## config.mk

```make
export PLATFORM = sky130hd
export DESIGN_NAME = clock_alarm
export DESIGN_NICKNAME = d
export VERILOG_FILES = /design/src/rtl/clock_alarm_pkg.sv /design/src/rtl/clock_alarm_time_add.sv /design/src/rtl/clock_alarm.sv
export SDC_FILE = /design/constraint.sdc
export NUM_CORES = 1
export LEC_CHECK = 0
export CELL_PAD_IN_SITES_DETAIL_PLACEMENT = 0
export CELL_PAD_IN_SITES_GLOBAL_PLACEMENT = 1
export CORE_ASPECT_RATIO = 2
export CORE_UTILIZATION = 38
export CTS_CLUSTER_DIAMETER = 50
export DETAILED_ROUTE_END_ITERATION = 10
export GPL_TIMING_DRIVEN = 1
export PLACE_DENSITY_LB_ADDON = 0.1
export SLEW_MARGIN = 10
export SYNTH_ARGS = -nofsm -noshare
export SYNTH_HDL_FRONTEND = slang
export SYNTH_SLANG_ARGS = --single-unit
```

## constraint.sdc

```tcl
create_clock -name clk -period 3.3 [get_ports clk]
set_input_delay 0.33 -clock clk [delete_from_list [all_inputs] [get_ports clk]]
set_output_delay 0.33 -clock clk [all_outputs]
set_load 0.02 [all_outputs]
```

## src/rtl/clock_alarm_pkg.sv

```systemverilog
// Shared types and constants for the alarm clock controller.
// Holds field widths, the alarm state encoding and a time-range check.
package clock_alarm_pkg;

    localparam int unsigned HOUR_W = 5;
    localparam int unsigned MIN_W  = 6;
    localparam int unsigned SEC_W  = 6;
    localparam int unsigned RCNT_W = 8;
    localparam int unsigned SNZ_W  = 2;

    localparam int unsigned HOURS_PER_DAY = 24;
    localparam int unsigned MIN_PER_HOUR  = 60;

    typedef enum logic [1:0] {
        ST_DISARMED = 2'd0,
        ST_ARMED    = 2'd1,
        ST_RINGING  = 2'd2,
        ST_SNOOZE   = 2'd3
    } state_t;

    // True when hours:minutes is a legal time of day.
    function automatic logic time_valid(input logic [HOUR_W-1:0] h, input logic [MIN_W-1:0] m);
        return (h < HOUR_W'(HOURS_PER_DAY)) && (m < MIN_W'(MIN_PER_HOUR));
    endfunction

endpackage

```

## src/rtl/clock_alarm_time_add.sv

```systemverilog
// Combinational hours:minutes plus a minute offset (offset <= 59),
// wrapping minutes at 60 with carry into hours and hours at 24.
module alarm_time_add
    import clock_alarm_pkg::*;
(
    input  logic [HOUR_W-1:0] hours,
    input  logic [MIN_W-1:0]  minutes,
    input  logic [MIN_W-1:0]  offset,
    output logic [HOUR_W-1:0] sum_hours_c,
    output logic [MIN_W-1:0]  sum_minutes_c
);

    localparam int unsigned MSUM_W = MIN_W + 1;
    localparam int unsigned HSUM_W = HOUR_W + 1;

    logic [MSUM_W-1:0] min_sum;
    logic [HSUM_W-1:0] hour_sum;
    logic              carry;

    always_comb begin
        min_sum = {1'b0, minutes} + {1'b0, offset};
        carry   = 1'b0;
        if (min_sum >= MSUM_W'(MIN_PER_HOUR)) begin
            min_sum = min_sum - MSUM_W'(MIN_PER_HOUR);
            carry   = 1'b1;
        end
        hour_sum = {1'b0, hours} + HSUM_W'(carry);
        if (hour_sum >= HSUM_W'(HOURS_PER_DAY)) begin
            hour_sum = hour_sum - HSUM_W'(HOURS_PER_DAY);
        end
        sum_minutes_c = min_sum[MIN_W-1:0];
        sum_hours_c   = hour_sum[HOUR_W-1:0];
    end

endmodule

```

## src/rtl/clock_alarm.sv

```systemverilog
// Alarm controller: stores an alarm time, rings on the matching minute,
// supports limited snoozes, stop, disarm and an auto-stop ring timeout.
module clock_alarm
    import clock_alarm_pkg::*;
#(
    parameter int unsigned SNOOZE_MIN = 5,
    parameter int unsigned RING_SEC   = 60,
    parameter int unsigned MAX_SNOOZE = 3
) (
    input  logic              clk,
    input  logic              rst,
    input  logic [SEC_W-1:0]  seconds,
    input  logic [MIN_W-1:0]  minutes,
    input  logic [HOUR_W-1:0] hours,
    input  logic              set_en,
    input  logic [HOUR_W-1:0] set_hours,
    input  logic [MIN_W-1:0]  set_minutes,
    input  logic              arm,
    input  logic              disarm,
    input  logic              snooze,
    input  logic              stop,
    output logic [HOUR_W-1:0] alarm_hours,
    output logic [MIN_W-1:0]  alarm_minutes,
    output logic              armed,
    output logic              ringing,
    output logic              buzzer,
    output logic [SNZ_W-1:0]  snooze_left,
    output logic              missed
);

    state_t            state;
    state_t            state_next;
    logic [SEC_W-1:0]  prev_sec;
    logic [HOUR_W-1:0] wake_hours;
    logic [MIN_W-1:0]  wake_minutes;
    logic [RCNT_W-1:0] ring_cnt;

    logic              tick_c;
    logic              trigger_c;
    logic              set_ok_c;
    logic [HOUR_W-1:0] target_hours;
    logic [MIN_W-1:0]  target_minutes;
    logic [HOUR_W-1:0] add_hours;
    logic [MIN_W-1:0]  add_minutes;

    logic              arm_take;
    logic              stop_take;
    logic              snooze_take;
    logic              timeout_take;
    logic              trig_take;

    logic              armed_d;
    logic              ringing_d;
    logic              buzzer_d;

    alarm_time_add u_wake_add (
        .hours         (hours),
        .minutes       (minutes),
        .offset        (MIN_W'(SNOOZE_MIN)),
        .sum_hours_c   (add_hours),
        .sum_minutes_c (add_minutes)
    );

    // Any change of the seconds value, including a backwards jump, is one tick.
    assign tick_c = (seconds != prev_sec);

    always_comb begin
        target_hours   = alarm_hours;
        target_minutes = alarm_minutes;
        if (state == ST_SNOOZE) begin
            target_hours   = wake_hours;
            target_minutes = wake_minutes;
        end
    end

    assign trigger_c = tick_c && (seconds == '0) &&
                       (hours == target_hours) && (minutes == target_minutes);

    assign set_ok_c = ((state == ST_DISARMED) || (state == ST_ARMED)) &&
                      time_valid(set_hours, set_minutes);

    // State register.
    always_ff @(posedge clk) begin
        if (rst) begin
            state <= ST_DISARMED;
        end else begin
            state <= state_next;
        end
    end

    // Next state; disarm wins over everything, then stop, snooze, timeout, trigger.
    always_comb begin
        state_next   = state;
        arm_take     = 1'b0;
        stop_take    = 1'b0;
        snooze_take  = 1'b0;
        timeout_take = 1'b0;
        trig_take    = 1'b0;
        if (disarm) begin
            state_next = ST_DISARMED;
        end else begin
            case (state)
                ST_DISARMED: begin
                    if (arm) begin
                        state_next = ST_ARMED;
                        arm_take   = 1'b1;
                    end
                end
                ST_ARMED: begin
                    if (trigger_c) begin
                        state_next = ST_RINGING;
                        trig_take  = 1'b1;
                    end
                end
                ST_RINGING: begin
                    if (stop) begin
                        state_next = ST_ARMED;
                        stop_take  = 1'b1;
                    end else if (snooze && (snooze_left != '0)) begin
                        state_next  = ST_SNOOZE;
                        snooze_take = 1'b1;
                    end else if (tick_c && (ring_cnt == RCNT_W'(RING_SEC - 1))) begin
                        state_next   = ST_ARMED;
                        timeout_take = 1'b1;
                    end
                end
                ST_SNOOZE: begin
                    if (stop) begin
                        state_next = ST_ARMED;
                        stop_take  = 1'b1;
                    end else if (trigger_c) begin
                        state_next = ST_RINGING;
                        trig_take  = 1'b1;
                    end
                end
                default: state_next = ST_DISARMED;
            endcase
        end
    end

    // Output decode from the upcoming state so outputs change one cycle after the cause.
    always_comb begin
        armed_d   = 1'b0;
        ringing_d = 1'b0;
        buzzer_d  = 1'b0;
        case (state_next)
            ST_ARMED, ST_SNOOZE: armed_d = 1'b1;
            ST_RINGING: begin
                armed_d   = 1'b1;
                ringing_d = 1'b1;
                buzzer_d  = ~seconds[0];
            end
            default: ;
        endcase
    end

    always_ff @(posedge clk) begin
        if (rst) begin
            armed   <= 1'b0;
            ringing <= 1'b0;
            buzzer  <= 1'b0;
        end else begin
            armed   <= armed_d;
            ringing <= ringing_d;
            buzzer  <= buzzer_d;
        end
    end

    // Alarm time, wake time, ring counter, snooze budget and missed flag.
    always_ff @(posedge clk) begin
        if (rst) begin
            alarm_hours   <= '0;
            alarm_minutes <= '0;
            wake_hours    <= '0;
            wake_minutes  <= '0;
            prev_sec      <= '0;
            ring_cnt      <= '0;
            snooze_left   <= SNZ_W'(MAX_SNOOZE);
            missed        <= 1'b0;
        end else begin
            prev_sec <= seconds;

            if (set_en && set_ok_c) begin
                alarm_hours   <= set_hours;
                alarm_minutes <= set_minutes;
            end

            if (trig_take) begin
                ring_cnt <= '0;
            end else if ((state == ST_RINGING) && tick_c) begin
                ring_cnt <= ring_cnt + RCNT_W'(1);
            end

            if (snooze_take) begin
                wake_hours   <= add_hours;
                wake_minutes <= add_minutes;
                snooze_left  <= snooze_left - SNZ_W'(1);
            end else if (arm_take || stop_take || timeout_take) begin
                snooze_left <= SNZ_W'(MAX_SNOOZE);
            end

            if (timeout_take) begin
                missed <= 1'b1;
            end else if (arm_take || (stop && !disarm)) begin
                missed <= 1'b0;
            end
        end
    end

endmodule

```

==> run_results.csv, run 1 <==
group,metric,value,unit
die,core,6310,sq um
clock_tree,htreeDepth,2,
clock_tree,clkTransAtPathRegs,0.06,ns
placement,dpl_cell_area,3092,sq um
clock_tree,clock_latency,0.29,ns
timing,finalCritPeriodShare,87.93,%
die,die_w,59.08,um
detailed_routing,drt_wl_total,7136,um
placement,dp_slack,0.07838,ns
logic_synthesis,synth_top_area_share,35.57,%
clock_tree,hold_buffers,0,
pwr,p_per_area,412.2,nW/um^2
run,drv_cap,0,
clock_tree,cts.sink_count,44,
critical_path,required,3.45,ns
critical_path,start_kind,"primary input",
logic_synthesis,synth_common_cells,"dfxtp_1, nor2_1, nand2_1, nor3_1, xor2_1",
die,die_area,6863,sq um
logic_synthesis,netlist_instances,293,
clock_tree,clockRootBuffer,"clkbuf_16",
detailed_routing,drcViolationCount,0,
timing,finalHoldViolations,0,
hold_path,hp-class,"reg2reg",
status,status,"finished clean",
detailed_routing,routedWlPerCell,16.48,um
logic_synthesis,synthFlopType,"dfxtp_1",
die,die_height,116.2,um
global_route,grt-ovfl-total,0,
cells_and_area,layout-drive-gt1-share,7.781,%
timing,relSlewSlack,58.33,%
logic_synthesis,synth_nets,335,
logic_synthesis,syn_area,2476,sq um
global_route,first_global_vias,2266,
critical_path,critPathBufInv,1,
pwr,leakage,1.214,nW
detailed_routing,drt_iter0_drc,66,
logic_synthesis,synthDistinctLibCells,49,
logic_synthesis,synth_seq_cells,44,
critical_path,arrival,3.06,ns
timing,post-route-worst-setup-slack,0.3984,ns
die,ios,52,
logic_synthesis,synthArstFlopShare,0,%
critical_path,reg2reg_slack,0.77,ns
cells_and_area,area.growth.synth_to_final,31.63,%
timing,skew,0.005145,ns
detailed_routing,via_count,2316,
clock_tree,cts_buffers,5,
timing,whs,0.4683,ns
placement,dp_hpwl,5539,um
detailed_routing,dr.pass1.iters,4,
global_route,grt_max_degree,45,
timing,final_max_slew_viol_count,0,
pwr,vdd_drop_max,0.3772,mV
logic_synthesis,yosysSeqAreaShare,35.57,%
placement,gp_congestion,1.053,
clock_tree,postCtsSetupBuffers,0,
timing,setup_viol,0,
cells_and_area,final_nets,388,
pwr,total_power,1.344,mW
critical_path,critical_path.max_fanout,4,
critical_path,critPathMostFrequentCell,"ha_1",
logic_synthesis,synth_largest_area_cell,"dfxtp_1",
placement,port_buffers,51,
logic_synthesis,synth_area_leaders,"dfxtp_1, xor2_1, nor2_1",
critical_path,crit_slowest_cell,"clkdlybuf4s50_1",
logic_synthesis,syn_avg_cell_area,8.451,sq um
critical_path,crit_family,"adder cells",
die,start_util,39.24,%
cells_and_area,antenna_cells,0,
cells_and_area,fillerInstances,640,
timing,setup_tns,0,ns
timing,tightest_slew,0.6194,ns
global_route,grt_usage,22.25,%
detailed_routing,ant_nets,0,
timing,rsz0062_at_grt,"no",
clock_tree,post_cts_resized,0,
critical_path,path_cells,"clkdlybuf4s50_1, ha_1, xnor2_1, ha_1, a21oi_1, nor2_1, nand2_1, o211ai_2, ha_1, ha_1, a21oi_1, nor2_1, xnor2_1, a211oi_1, a211oi_1",
timing,period_minus_slack,2.902,ns
global_route,antenna_found_initial,0,
logic_synthesis,synth_most_common_cell,"dfxtp_1",
critical_path,critPathMaxStageDelay,0.48,ns
global_route,grt_pass1_wl,11080,um
logic_synthesis,yosysWarningCount,0,
clock_tree,tritoncts,"yes",
detailed_routing,viasPerCell,5.349,
critical_path,end_kind,"flop",
timing,fmax,0.3446,GHz
cells_and_area,fin_area,3259,sq um
clock_tree,cts_buffer_depth,2,
logic_synthesis,synth_edf_count,0,
critical_path,criticalPathCategory,"in2reg",
die,row_count,41,
sequential cells by signal, summed over array words and instances, names as in the netlist:
| signal | cells |
|---|---|
| missed | 1 |
| alarm_minutes | 6 |
| prev_sec | 6 |
| state | 2 |
| wake_minutes | 6 |
| ring_cnt | 8 |
| buzzer | 1 |
| alarm_hours | 5 |
| armed | 1 |
| snooze_left | 2 |
| ringing | 1 |
| wake_hours | 5 |
through the flow:
step | cells | util [%]
after global routing | 433 | 51.66
after detailed placement | 425 | 49.00
final | 433 | 51.66
after floorplan | 293 | -
after CTS | 433 | 51.66
after global placement | 425 | 49.00
final cells by class:
cell class | count | area [sq um] | area share, %
repair buffers | 61 | 585.6 | 17.97
multi-input cells | 224 | 1480 | 45.41
clock inverters | 3 | 42.54 | 1.305
clock buffers | 5 | 125.1 | 3.839
flip-flops and latches | 44 | 880.8 | 27.02
well taps | 86 | 107.6 | 3.301
inverters | 10 | 37.54 | 1.152
kinds of logic (layout without fill, tap and decap cells):
family                     count (synthesis)  count (layout)  synth area share (%)
DFF                                       44              44                 35.57
buffers and inverters                     25              79                 4.649
muxes                                     11              11                 4.447
xor gates and xnor gates                  30              30                 10.61
adders and majority gates                  7               7                 3.537
AOI/OAI and AO/OA                         54              54                 15.61
and+or+nand+nor                          122             122                 25.57
placed cells by master, fill, tap and decap left out, drive strengths merged, types with 4 or more instances in the layout:
master,count
a211oi,10
clkbuf,5
nand4,4
dfxtp,44
nand2b,7
inv,10
nor2,32
clkdlybuf4s50,51
ha,7
nor2b,11
nand2,25
buf,10
nor4,5
nand3,5
a21oi,16
mux2i,11
xnor2,13
nor3,17
xor2,17
o21ai,5
tightest hold or removal path: cells and delay by family (launching register included):
family	cells	cell delay, ns
AOI/OAI and AO/OA	1	0.05
DFF	1	0.32
and+or+nand+nor	1	0.05
routing by layer:
metal / GRT usage (%) / share of wire, % / vias up / wire, um
met5: 0 / 0 / - / 0
met4: 13.02 / 4.1 / 0 / 291
met3: 3.654 / 3.4 / 16 / 245
met2: 44.55 / 57 / 58 / 4089
met1: 19.49 / 35 / 1092 / 2509
li1: - / - / 1150 / -
final timing paths:
check	startpoint	to	depth (start not counted)
min	wake_hours[1]$_SDFFE_PP0P_	wake_hours[1]$_SDFFE_PP0P_	2
max	minutes[1]	wake_hours[3]$_SDFFE_PP0P_	15
min reg2reg	wake_hours[1]$_SDFFE_PP0P_	wake_hours[1]$_SDFFE_PP0P_	2
max reg2reg	state[0]$_SDFF_PP0_	ring_cnt[1]$_SDFFE_PP0P_	6
power by group:
group          switching, mW  internal [mW]  leakage, nW
Sequential            0.0139          0.545        0.358
Clock                  0.215          0.356       0.0798
Combinational          0.108          0.106        0.776
Power figures use the tool's default switching activity.
==> run 2, diff against run 1 <==
- CORE_UTILIZATION: 38 -> 41
- CTS_CLUSTER_DIAMETER: 50 -> 100
- REMOVE_ABC_BUFFERS: unset -> 1
- clock period: 3.3 -> 3.54 ns (I/O delays scaled with it)
==> run 2 against run 1 <==
Effect of this change: the flow now finishes with violations (design-rule violations); combinational power is 11% lower; worst setup slack better by 0.030 ns; via count down 2.2%; register-to-register slack better by 0.48 ns; sequential cell count stayed put; utilization rose by 3.4 points; highest routed layer unchanged.
==> run_results.csv, run 2 (synthesized netlist as in run 1, its figures left out) <==
group,metric,value,unit
placement,gp_congestion,0.8460,
critical_path,criticalPathCategory,"in2reg",
timing,finalHoldViolations,0,
global_route,first_global_vias,2310,
clock_tree,cts_buffers,5,
critical_path,reg2reg_slack,1.25,ns
clock_tree,clockRootBuffer,"clkbuf_16",
critical_path,reg2reg_from,"state[1]$_SDFF_PP0_",
cells_and_area,area.growth.synth_to_final,27.99,%
status,status,"finished with violations",
die,start_util,43.00,%
cells_and_area,final_nets,382,
hold_path,hold_path_depth,2,
clock_tree,cts_buffer_depth,2,
timing,finalCritPeriodShare,87.90,%
die,ios,52,
cells_and_area,antenna_cells,0,
pwr,p_comb_share,16.1,%
critical_path,critical_path.max_fanout,7,
detailed_routing,drcViolationCount,8,
timing,post-route-worst-setup-slack,0.4284,ns
timing,setup_viol,0,
clock_tree,postCtsSetupBuffers,0,
pwr,vdd_drop_max,0.2141,mV
clock_tree,clkTransAtPathRegs,0.06,ns
pwr,total_power,1.190,mW
placement,dpl_cell_area,3015,sq um
timing,period_minus_slack,3.112,ns
pwr,p_sw,306.1,uW
pwr,p_per_area,375.4,nW/um^2
critical_path,start_kind,"primary input",
placement,port_buffers,51,
die,die_w,56.95,um
timing,tightest_slew,0.6373,ns
critical_path,required,3.69,ns
detailed_routing,dr.pass1.iters,7,
detailed_routing,viasPerCell,5.634,
clock_tree,post_cts_resized,0,
critical_path,crit_slowest_cell,"clkdlybuf4s50_1",
global_route,antenna_found_initial,0,
cells_and_area,seqCellArea,880.8,sq um
run,drv_cap,0,
detailed_routing,ant_nets,0,
cells_and_area,layout-drive-gt1-share,6.158,%
critical_path,critPathMaxStageDelay,0.54,ns
cells_and_area,fillerInstances,583,
detailed_routing,drt_iter0_drc,79,
pwr,power_frac_seq,43.9,%
global_route,grt_max_degree,45,
die,row_count,39,
detailed_routing,routedWlPerCell,16.55,um
cells_and_area,largest_register_ffs,8,
timing,whs,0.4658,ns
clock_tree,htreeDepth,2,
timing,fmax,0.3214,GHz
critical_path,reg2reg_to,"ring_cnt[7]$_SDFFE_PP0P_",
timing,relSlewSlack,57.12,%
global_route,grt_pass1_wl,11000,um
cells_and_area,fin_area,3169,sq um
clock_tree,tritoncts,"yes",
pwr,leakage,1.173,nW
clock_tree,clock_latency,0.29,ns
hold_path,hp-start,"wake_minutes[1]$_SDFFE_PP0P_",
pwr,p_clk_share,40.0,%
pwr,p_int,883.5,uW
die,die_area,6373,sq um
hold_path,hold_path_end,"wake_minutes[1]$_SDFFE_PP0P_",
hold_path,hp-class,"reg2reg",
critical_path,end_kind,"flop",
timing,setup_tns,0,ns
pwr,switching_share,25.73,%
cells_and_area,multi_input_area,1480,sq um
die,die_height,111.9,um
critical_path,arrival,3.27,ns
clock_tree,hold_buffers,0,
critical_path,critPathMostFrequentCell,"ha_1",
cells_and_area,fin_util,55.04,%
timing,skew,0.003525,ns
critical_path,path_cells,"clkdlybuf4s50_1, ha_1, xnor2_1, ha_1, nand4_1, a21o_1, o211ai_2, ha_1, ha_1, a21oi_1, nor2_1, xnor2_1, a211oi_1, a211oi_1",
global_route,grt_usage,22.76,%
cells_and_area,layout_commonest_cell,"clkdlybuf4s50_1",
die,core,5758,sq um
cells_and_area,regMostFlops,"ring_cnt",
status,violations,"design-rule violations",
global_route,grt-ovfl-total,0,
cells_and_area,fin_cells,402,
cells_and_area,mostFrequentLayoutCells,"clkdlybuf4s50_1, dfxtp_1, nor2_1, nand2_1",
placement,dp_slack,0.1329,ns
detailed_routing,via_count,2265,
detailed_routing,drt_wl_total,6654,um
clock_tree,cts.sink_count,44,
critical_path,reg2reg_depth,5,
timing,rsz0062_at_grt,"no",
timing,final_max_slew_viol_count,0,
placement,dp_hpwl,5260,um
placement,dp_cells,394,
run 2: cell count changes in the layout (fill, tap and decap cells not counted):
| cell | previous run | this run |
|---|---|---|
| buf_4 | 10 | 4 |
| bufinv_16 | 1 | 0 |
| clkbuf_8 | 0 | 1 |
| clkinv_2 | 1 | 0 |
| clkinvlp_4 | 1 | 2 |
run 2: worst max-delay path, delay by kind of cell:
kind                       cells  cell delay (ns)
adders and majority gates      4             1.04
AOI/OAI and AO/OA              5             0.70
buffers and inverters          1             0.54
xor gates and xnor gates       2             0.39
and+or+nand+nor                2             0.23
run 2: power by group through the flow:
stage / logic, mW / clock network (mW) / registers (mW)
2_1_floorplan: 0.0831 / 0 / 0.539
3_3_place_gp: 0.192 / 0 / 0.533
3_5_place_dp: 0.193 / 0 / 0.533
4_1_cts: 0.194 / 0.490 / 0.522
5_1_grt: 0.208 / 0.512 / 0.523
6_report: 0.191 / 0.476 / 0.522
run 2: how the worst max path moves through the flow:
stage	slack (ns)	from	to	cells after the start
floorplan	0.98	minutes[0]	wake_hours[3]$_SDFFE_PP0P_	12
global placement	0.21	minutes[0]	wake_hours[3]$_SDFFE_PP0P_	14
detailed placement	0.13	minutes[0]	wake_hours[3]$_SDFFE_PP0P_	14
CTS	0.42	minutes[0]	wake_hours[3]$_SDFFE_PP0P_	14
global route	0.20	minutes[0]	wake_hours[3]$_SDFFE_PP0P_	15
finish	0.43	minutes[0]	wake_hours[3]$_SDFFE_PP0P_	14
run 2: metal layers:
metal	vias up	global-route usage [%]	part of all wire [%]	wire length, um
met4	0	14.31	5.8	384
met1	1057	20.82	35	2303
met3	24	4.530	3.0	201
met5	-	0	0	0
li1	1128	-	-	-
met2	56	43.37	57	3765
run 2: area by class of cell:
cell class	instances	share of cell area (%)
well taps	61	2.408
repair buffers	55	17.05
inverters	10	1.184
clock buffers	6	4.382
multi-input cells	224	46.70
flip-flops and latches	44	27.79
clock inverters	2	0.4737
